File: src/rtl/pio_ctrl.sv
// pio_ctrl: memory-mapped parallel-output peripheral with set/clear/toggle
// writes, registered read-back and an optional per-bit LED blink engine.
// All state updates on the falling edge of clk; rst is synchronous, active-high.
// Optional feature macro: PIO_BLINK_EN (blink engine, BLINK and PERIOD registers).
// Without it, addresses 4 and 5 behave like 6 and 7.
// Assumes LED_W <= DW and PRESC_W <= DW.
module pio_ctrl #(
  parameter int unsigned DW             = 32,
  parameter int unsigned LED_W          = 8,
  parameter bit          LED_ACTIVE_LOW = 1'b1,
  parameter int unsigned PRESC_W        = 24
) (
  input  logic             clk,
  input  logic             rst,
  input  logic             EN,
  input  logic             WE,
  input  logic [2:0]       ADDR,
  input  logic [DW-1:0]    PData_in,
  output logic [DW-1:0]    PData_out,
  output logic             rd_valid,
  output logic [LED_W-1:0] LED,
  output logic [DW-1:0]    GPIOf0
);

  logic wr, rd;
  assign wr = EN & WE;
  assign rd = EN & ~WE;

  logic [DW-1:0] gpio_q, gpio_d;
  logic [DW-1:0] pdata_q, pdata_d;
  logic          rd_valid_q, rd_valid_d;
  logic [DW-1:0] rd_data;

  // Blink-side values seen by the read mux and LED logic; constant zero when
  // the blink engine is not built.
  logic [LED_W-1:0]   blink_val;
  logic [PRESC_W-1:0] period_val;
  logic               phase_val;

`ifdef PIO_BLINK_EN
  logic [LED_W-1:0]   blink_q, blink_d;
  logic [PRESC_W-1:0] period_q, period_d;
  logic [PRESC_W-1:0] cnt_q, cnt_d;
  logic               phase_q, phase_d;

  // Blink registers and prescaler; a PERIOD write beats the terminal count.
  always_comb begin
    blink_d  = blink_q;
    period_d = period_q;
    cnt_d    = cnt_q;
    phase_d  = phase_q;
    if (wr && ADDR == 3'd4) blink_d = PData_in[LED_W-1:0];
    if (wr && ADDR == 3'd5) begin
      period_d = PData_in[PRESC_W-1:0];
      cnt_d    = '0;
    end else if (period_q == '0) begin
      cnt_d   = '0;
      phase_d = 1'b0;
    end else if (cnt_q == period_q) begin
      cnt_d   = '0;
      phase_d = ~phase_q;
    end else begin
      cnt_d = cnt_q + PRESC_W'(1);
    end
  end

  // Blink state flops.
  always_ff @(negedge clk) begin
    if (rst) begin
      blink_q  <= '0;
      period_q <= '0;
      cnt_q    <= '0;
      phase_q  <= 1'b0;
    end else begin
      blink_q  <= blink_d;
      period_q <= period_d;
      cnt_q    <= cnt_d;
      phase_q  <= phase_d;
    end
  end

  assign blink_val  = blink_q;
  assign period_val = period_q;
  assign phase_val  = phase_q;
`else
  assign blink_val  = '0;
  assign period_val = '0;
  assign phase_val  = 1'b0;
`endif

  // Output register write modes.
  always_comb begin
    gpio_d = gpio_q;
    if (wr) begin
      case (ADDR)
        3'd0:    gpio_d = PData_in;
        3'd1:    gpio_d = gpio_q | PData_in;
        3'd2:    gpio_d = gpio_q & ~PData_in;
        3'd3:    gpio_d = gpio_q ^ PData_in;
        default: gpio_d = gpio_q;
      endcase
    end
  end

  // Read mux; unimplemented addresses return zero.
  always_comb begin
    rd_data = '0;
    case (ADDR)
      3'd0, 3'd1, 3'd2, 3'd3: rd_data = gpio_q;
      3'd4:                   rd_data[LED_W-1:0] = blink_val;
      3'd5:                   rd_data[PRESC_W-1:0] = period_val;
      default:                rd_data = '0;
    endcase
  end

  // Read data holds between reads; rd_valid pulses for one cycle per read.
  always_comb begin
    pdata_d    = rd ? rd_data : pdata_q;
    rd_valid_d = rd;
  end

  // Core register flops.
  always_ff @(negedge clk) begin
    if (rst) begin
      gpio_q     <= '0;
      pdata_q    <= '0;
      rd_valid_q <= 1'b0;
    end else begin
      gpio_q     <= gpio_d;
      pdata_q    <= pdata_d;
      rd_valid_q <= rd_valid_d;
    end
  end

  // LED pins: blink-masked low bits of the output register, then polarity.
  always_comb begin
    logic [LED_W-1:0] raw;
    raw = gpio_q[LED_W-1:0] ^ (blink_val & {LED_W{phase_val}});
    LED = LED_ACTIVE_LOW ? ~raw : raw;
  end

  assign GPIOf0    = gpio_q;
  assign PData_out = pdata_q;
  assign rd_valid  = rd_valid_q;

endmodule

File: config.mk
export PLATFORM = sky130hd
export DESIGN_NAME = pio_ctrl
export DESIGN_NICKNAME = d
export VERILOG_FILES = /design/src/rtl/pio_ctrl.sv
export SDC_FILE = /design/constraint.sdc
export NUM_CORES = 1
export LEC_CHECK = 0
export ABC_CLOCK_PERIOD_IN_PS = 2100
export CAP_MARGIN = 20
export CORE_MARGIN = 1.5
export CORE_UTILIZATION = 48
export CTS_CLUSTER_DIAMETER = 200
export DETAILED_ROUTE_END_ITERATION = 8
export GPL_TIMING_DRIVEN = 0
export HOLD_SLACK_MARGIN = 0.12
export MAX_ROUTING_LAYER = met4
export PLACE_DENSITY = 0.8
export SYNTH_ARGS = -nofsm -noshare
export SYNTH_HDL_FRONTEND = slang
export SYNTH_SLANG_ARGS = --single-unit
File: constraint.sdc
create_clock -name clk -period 2.1 [get_ports clk]
set_input_delay 0.42 -clock clk [delete_from_list [all_inputs] [get_ports clk]]
set_output_delay 0.42 -clock clk [all_outputs]
set_load 0.05 [all_outputs]
==> results of run 1 <==
==> Yosys cell counts (2+ instances only) <==
cell type | number | area share (%)
mux2i_1 | 32 | 8.0
buf_2 | 8 | 1.0
inv_1 | 70 | 6.6
a211o_1 | 5 | 1.1
a22o_1 | 30 | 6.6
dfxtp_1 | 65 | 33
nand2b_1 | 3 | 0.47
ha_1 | 64 | 20
nor2_1 | 4 | 0.38
a221oi_1 | 16 | 3.5
a21oi_1 | 39 | 4.9
buf_6 | 2 | 0.57
nor2b_1 | 2 | 0.31
o32a_1 | 12 | 3.0
a222oi_1 | 15 | 3.8
clkbuf_1 | 19 | 1.8
nand2_1 | 31 | 2.9
nor3_1 | 3 | 0.38
==> kinds of logic after synthesis <==
group | Yosys count
buf+inv | 102
fa+ha+maj | 64
mux | 32
compound gates | 119
simple gates | 44
flops | 65
==> through the flow <==
step | cell area [sq um] | worst slack, ns
CTS | 7550 | -0.394
floorplan | 4300 | -0.277
detailed placement | 5530 | -1.26
global placement | 5530 | -1.21
==> what timing repair did <==
| item | in CTS |
|---|---|
| gates resized for setup | 891 |
| buffers inserted | 59 |
| endpoints found under the setup margin | 138 |
| pin swaps | 90 |
| cloned | 14 |
==> impl_metrics.toml, run 1 <==
[yosys]
ys_warn_count = 0
synth-xor-area-share_pct = 0
synth_edf_count = 0
ys_async_sr_fraction_pct = 0
synth_cells = 426
synth_mux_area_share_pct = 8.05
synthAdderAreaFrac_pct = 20.1
synth_compound_area_share_pct = 23.6
ys_seq_area_share_pct = 32.7
yosys.cell_types.count = 24
avgSynthCellArea_sq_um = 9.34
postSynthNetCount = 529
ys.flop_type = "dfxtp_1"
synth_top_family_by_area = "compound AO/OA/AOI/OAI gates"
synthSimpleGateAreaFrac_pct = 4.62
synthesis.area_sq_um = 3980
ys_ff_latch = 65

[cts]
cts.sinks = 65
cts_buffers = 9
cts.htree.levels = 3
clockBufferDepth = 2
cts_root_buffer = "clkbuf_8"
holdBufCountCts = 0

[outcome]
outcome = "stopped before the end"
tool.error = "[ERROR DPL-0038] Utilization greater than 100%, impossible to legalize"
haltStage = "global routing"

[floorplanning]
ios = 112
start_util_pct = 48.9
dieHeight_um = 94.1
die_w_um = 94.1
rows = 33

[placement]
dp_hpwl_mm = 8.44
gp_congestion = 0.815
placedCellCount = 641
portBuffers = 110

[global_routing]
grt_max_degree = 11

[sta]
worst_endpoint = "LED[5]"
worstEndpointType = "primary output"
==> run 2, diff against run 1 <==
==> config.mk (replaced) <==
export PLATFORM = sky130hd
export DESIGN_NAME = pio_ctrl
export DESIGN_NICKNAME = d
export VERILOG_FILES = /design/src/rtl/pio_ctrl.sv
export SDC_FILE = /design/constraint.sdc
export NUM_CORES = 1
export LEC_CHECK = 0
export ABC_CLOCK_PERIOD_IN_PS = 2100
export CAP_MARGIN = 20
export CORE_MARGIN = 1.5
export CORE_UTILIZATION = 33
export DETAILED_ROUTE_END_ITERATION = 8
export GPL_TIMING_DRIVEN = 0
export PLACE_DENSITY_LB_ADDON = 0.15
export SYNTH_ARGS = -nofsm -noshare
export SYNTH_HDL_FRONTEND = slang
export SYNTH_SLANG_ARGS = --single-unit
==> run 2 against run 1 <==
  * The flow now finishes, with violations (negative setup slack)
  * Synthesized area did not move
  * Synthesized cell count did not move
==> impl_metrics.toml, run 2 <==
[worst_setup_path]
arrival_ns = 2.10
crit_required_ns = 1.68
crit_type = "reg -> out"
timing.rr.end = "GPIOf0[30]$_SDFFE_NP0P_"
regToRegStartpoint = "GPIOf0[30]$_SDFFE_NP0P_"
cp_max_fo = 4
r2r_cells = 7
setup.worst_path.start_class = "flip-flop"
cp-end-kind = "output port"
rrSetupSlack_ns = 0.50

[power]
fin_total_pwr_w = 0.00457
powerDensity_nw_per_um2 = 596
ir_worst_vdd_mv = 0.366
p_leak_nw = 3.65

[yosys]
netlist_top_cells_area = "dfxtp_1 33%, ha_1 20%, mux2i_1 8.0%"
ys.flop_type = "dfxtp_1"
ys_warn_count = 0
post-synth-top-area-cell = "dfxtp_1"
synth_most_common_cell = "inv_1"
ys_ff_latch = 65
ys_seq_area_share_pct = 32.7
synthesis.area_sq_um = 3980
synth_cells = 426
ys_async_sr_fraction_pct = 0
avgSynthCellArea_sq_um = 9.34
synthTopCellsByCount = "70 x inv_1, 65 x dfxtp_1, 64 x ha_1"
postSynthNetCount = 529
yosys.cell_types.count = 24
synth_edf_count = 0
synth_top_area_share_pct = 32.7

[floorplanning]
rows = 39
dieHeight_um = 113
ios = 112
die_area_sq_um = 12700
die_w_um = 113
coreArea_sq_um = 11600
start_util_pct = 34.3

[drt]
drt-total-wl_mm = 15.5
drtPass1Iterations = 6
wl_per_cell_um = 18.6
routed_via_density = 5.25
first_iter_violations = 228
post-route-drc-count = 0
postRouteAntennaNets = 0
vias = 4371

[outcome]
violations = "negative setup slack"
outcome = "finished, violations left"

[cells_and_area]
drive_gt1_share_pct = 55.9
final-instance-count-excl-fill = 833
mostFrequentLayoutCells = "102 x inv_1, 74 x buf_8, 60 x buf_4"
synthToLayoutAreaGrowth_pct = 92.5
final_nets = 788
final_common_cell = "inv_1"
diodes = 0
fin_area_sq_um = 7660

[placement]
gp_congestion = 0.785
dp_hpwl_mm = 8.92
dpl_cell_area_sq_um = 5580
placedCellCount = 679
portBuffers = 110

[sta]
maxSlewViolCount = 0
hold_ws_ns = 0.472
worst_pin_slew_ns = 0.412
skew_ns = 0.0244
rsz0062_at_grt = "yes"
setup_viol = 105
fin_ws_ns = -0.422
hold_viol = 0
max_slew_margin_pct = 72.5

[cts]
holdBufCountCts = 0
cts_root_buffer = "clkbuf_16"
clk_pin_slew_ns = 0.04
cts_tree = "built"
clockBufferDepth = 2
cts.sinks = 65
clk_latency_ns = 0.42
cts.htree.levels = 3
cts_buffers = 9

[worst_hold_path]
min_from = "PData_out[17]$_SDFFE_NP0P_"
min_path_cells = 1
hold_end = "PData_out[17]$_SDFFE_NP0P_"
hp-class = "reg -> reg"

[global_routing]
grt_pass1_vias = 4789
overflow = 0
grt_pass1_wl_mm = 23.8
grt_usage_pct = 24.1
antenna_found_initial = 0
grt_max_degree = 11

[run]
drv_cap = 0
[run 2: cell counts after synthesis]
Identical to the previous run, type by type.
[run 2: worst max-delay path: stages, from the launching register on]
cell        delay, ns
dfxtp_4          0.38
clkinvlp_4       0.11
buf_8            0.16
[run 2: area by class of cell]
| class | count | area, sq um |
|---|---|---|
| fillers | 922 | 3950 |
| multi-input cells | 259 | 2690 |
| repair buffers | 186 | 2040 |
| flip-flops and latches | 65 | 1460 |
| plain buffers | 30 | 414 |
| clock inverters | 72 | 352 |
| inverters | 69 | 300 |
| clock buffers | 9 | 225 |
| well taps | 143 | 179 |
[run 2: layer usage]
layer  track usage [%]  share of wire (%)  vias up  routed length (um)
met5                 0                  0        -                   0
met4              12.2                3.2        0                 490
met3              8.78                5.5       40                 850
met2              41.5                 51      153                7970
met1              26.2                 40     2127                6190
li1                  -                  -     2051                   -
[run 2: per-stage QoR]
step                      util [%]  setup TNS [ns]  setup slack [ns]
final                         66.0          -23.00            -0.422
after global routing          66.0          -26.13            -0.463
after CTS                     64.0          -23.78            -0.421
after detailed placement      48.1         -103.69             -1.33
after global placement        48.1         -101.44             -1.27
after floorplan                  -          -16.75            -0.277
[run 2: power breakdown]
group	switching (W)	internal, W
clock network	0.000948	0.00131
logic	0.000536	0.000475
registers	0.0000381	0.00126
[run 2: how the worst max path moves through the flow]
stage                                 startpoint                 endpoint  slack [ns]  depth (start not counted)
after detailed placement                 ADDR[2]   GPIOf0[7]$_SDFFE_NP0P_       -1.33                          6
after global routing      GPIOf0[3]$_SDFFE_NP0P_                   LED[3]       -0.46                          2
final                     GPIOf0[2]$_SDFFE_NP0P_                   LED[2]       -0.42                          2
after floorplan                               WE  GPIOf0[27]$_SDFFE_NP0P_       -0.28                          5
after global placement                   ADDR[2]  GPIOf0[10]$_SDFFE_NP0P_       -1.27                          6
after CTS                 GPIOf0[4]$_SDFFE_NP0P_                   LED[4]       -0.42                          2
[run 2: repair_timing]
action / 4_1_cts / 5_1_grt
pin swaps: 61 / 40
setup endpoints to repair: 138 / 137
buffers inserted: 57 / 12
cloned: 6 / 4
resized for setup: 851 / 71
[run 2: kinds of logic after synthesis]
| logic type | share of synthesized area (%) |
|---|---|
| multiplexers | 8.05 |
| buffers and inverters | 10.9 |
| AO/OA/AOI/OAI | 23.6 |
| AND/OR/NAND/NOR | 4.62 |
| flip-flops | 32.7 |
| adder cells (fa/ha/maj) | 20.1 |
Power figures use the tool's default switching activity.
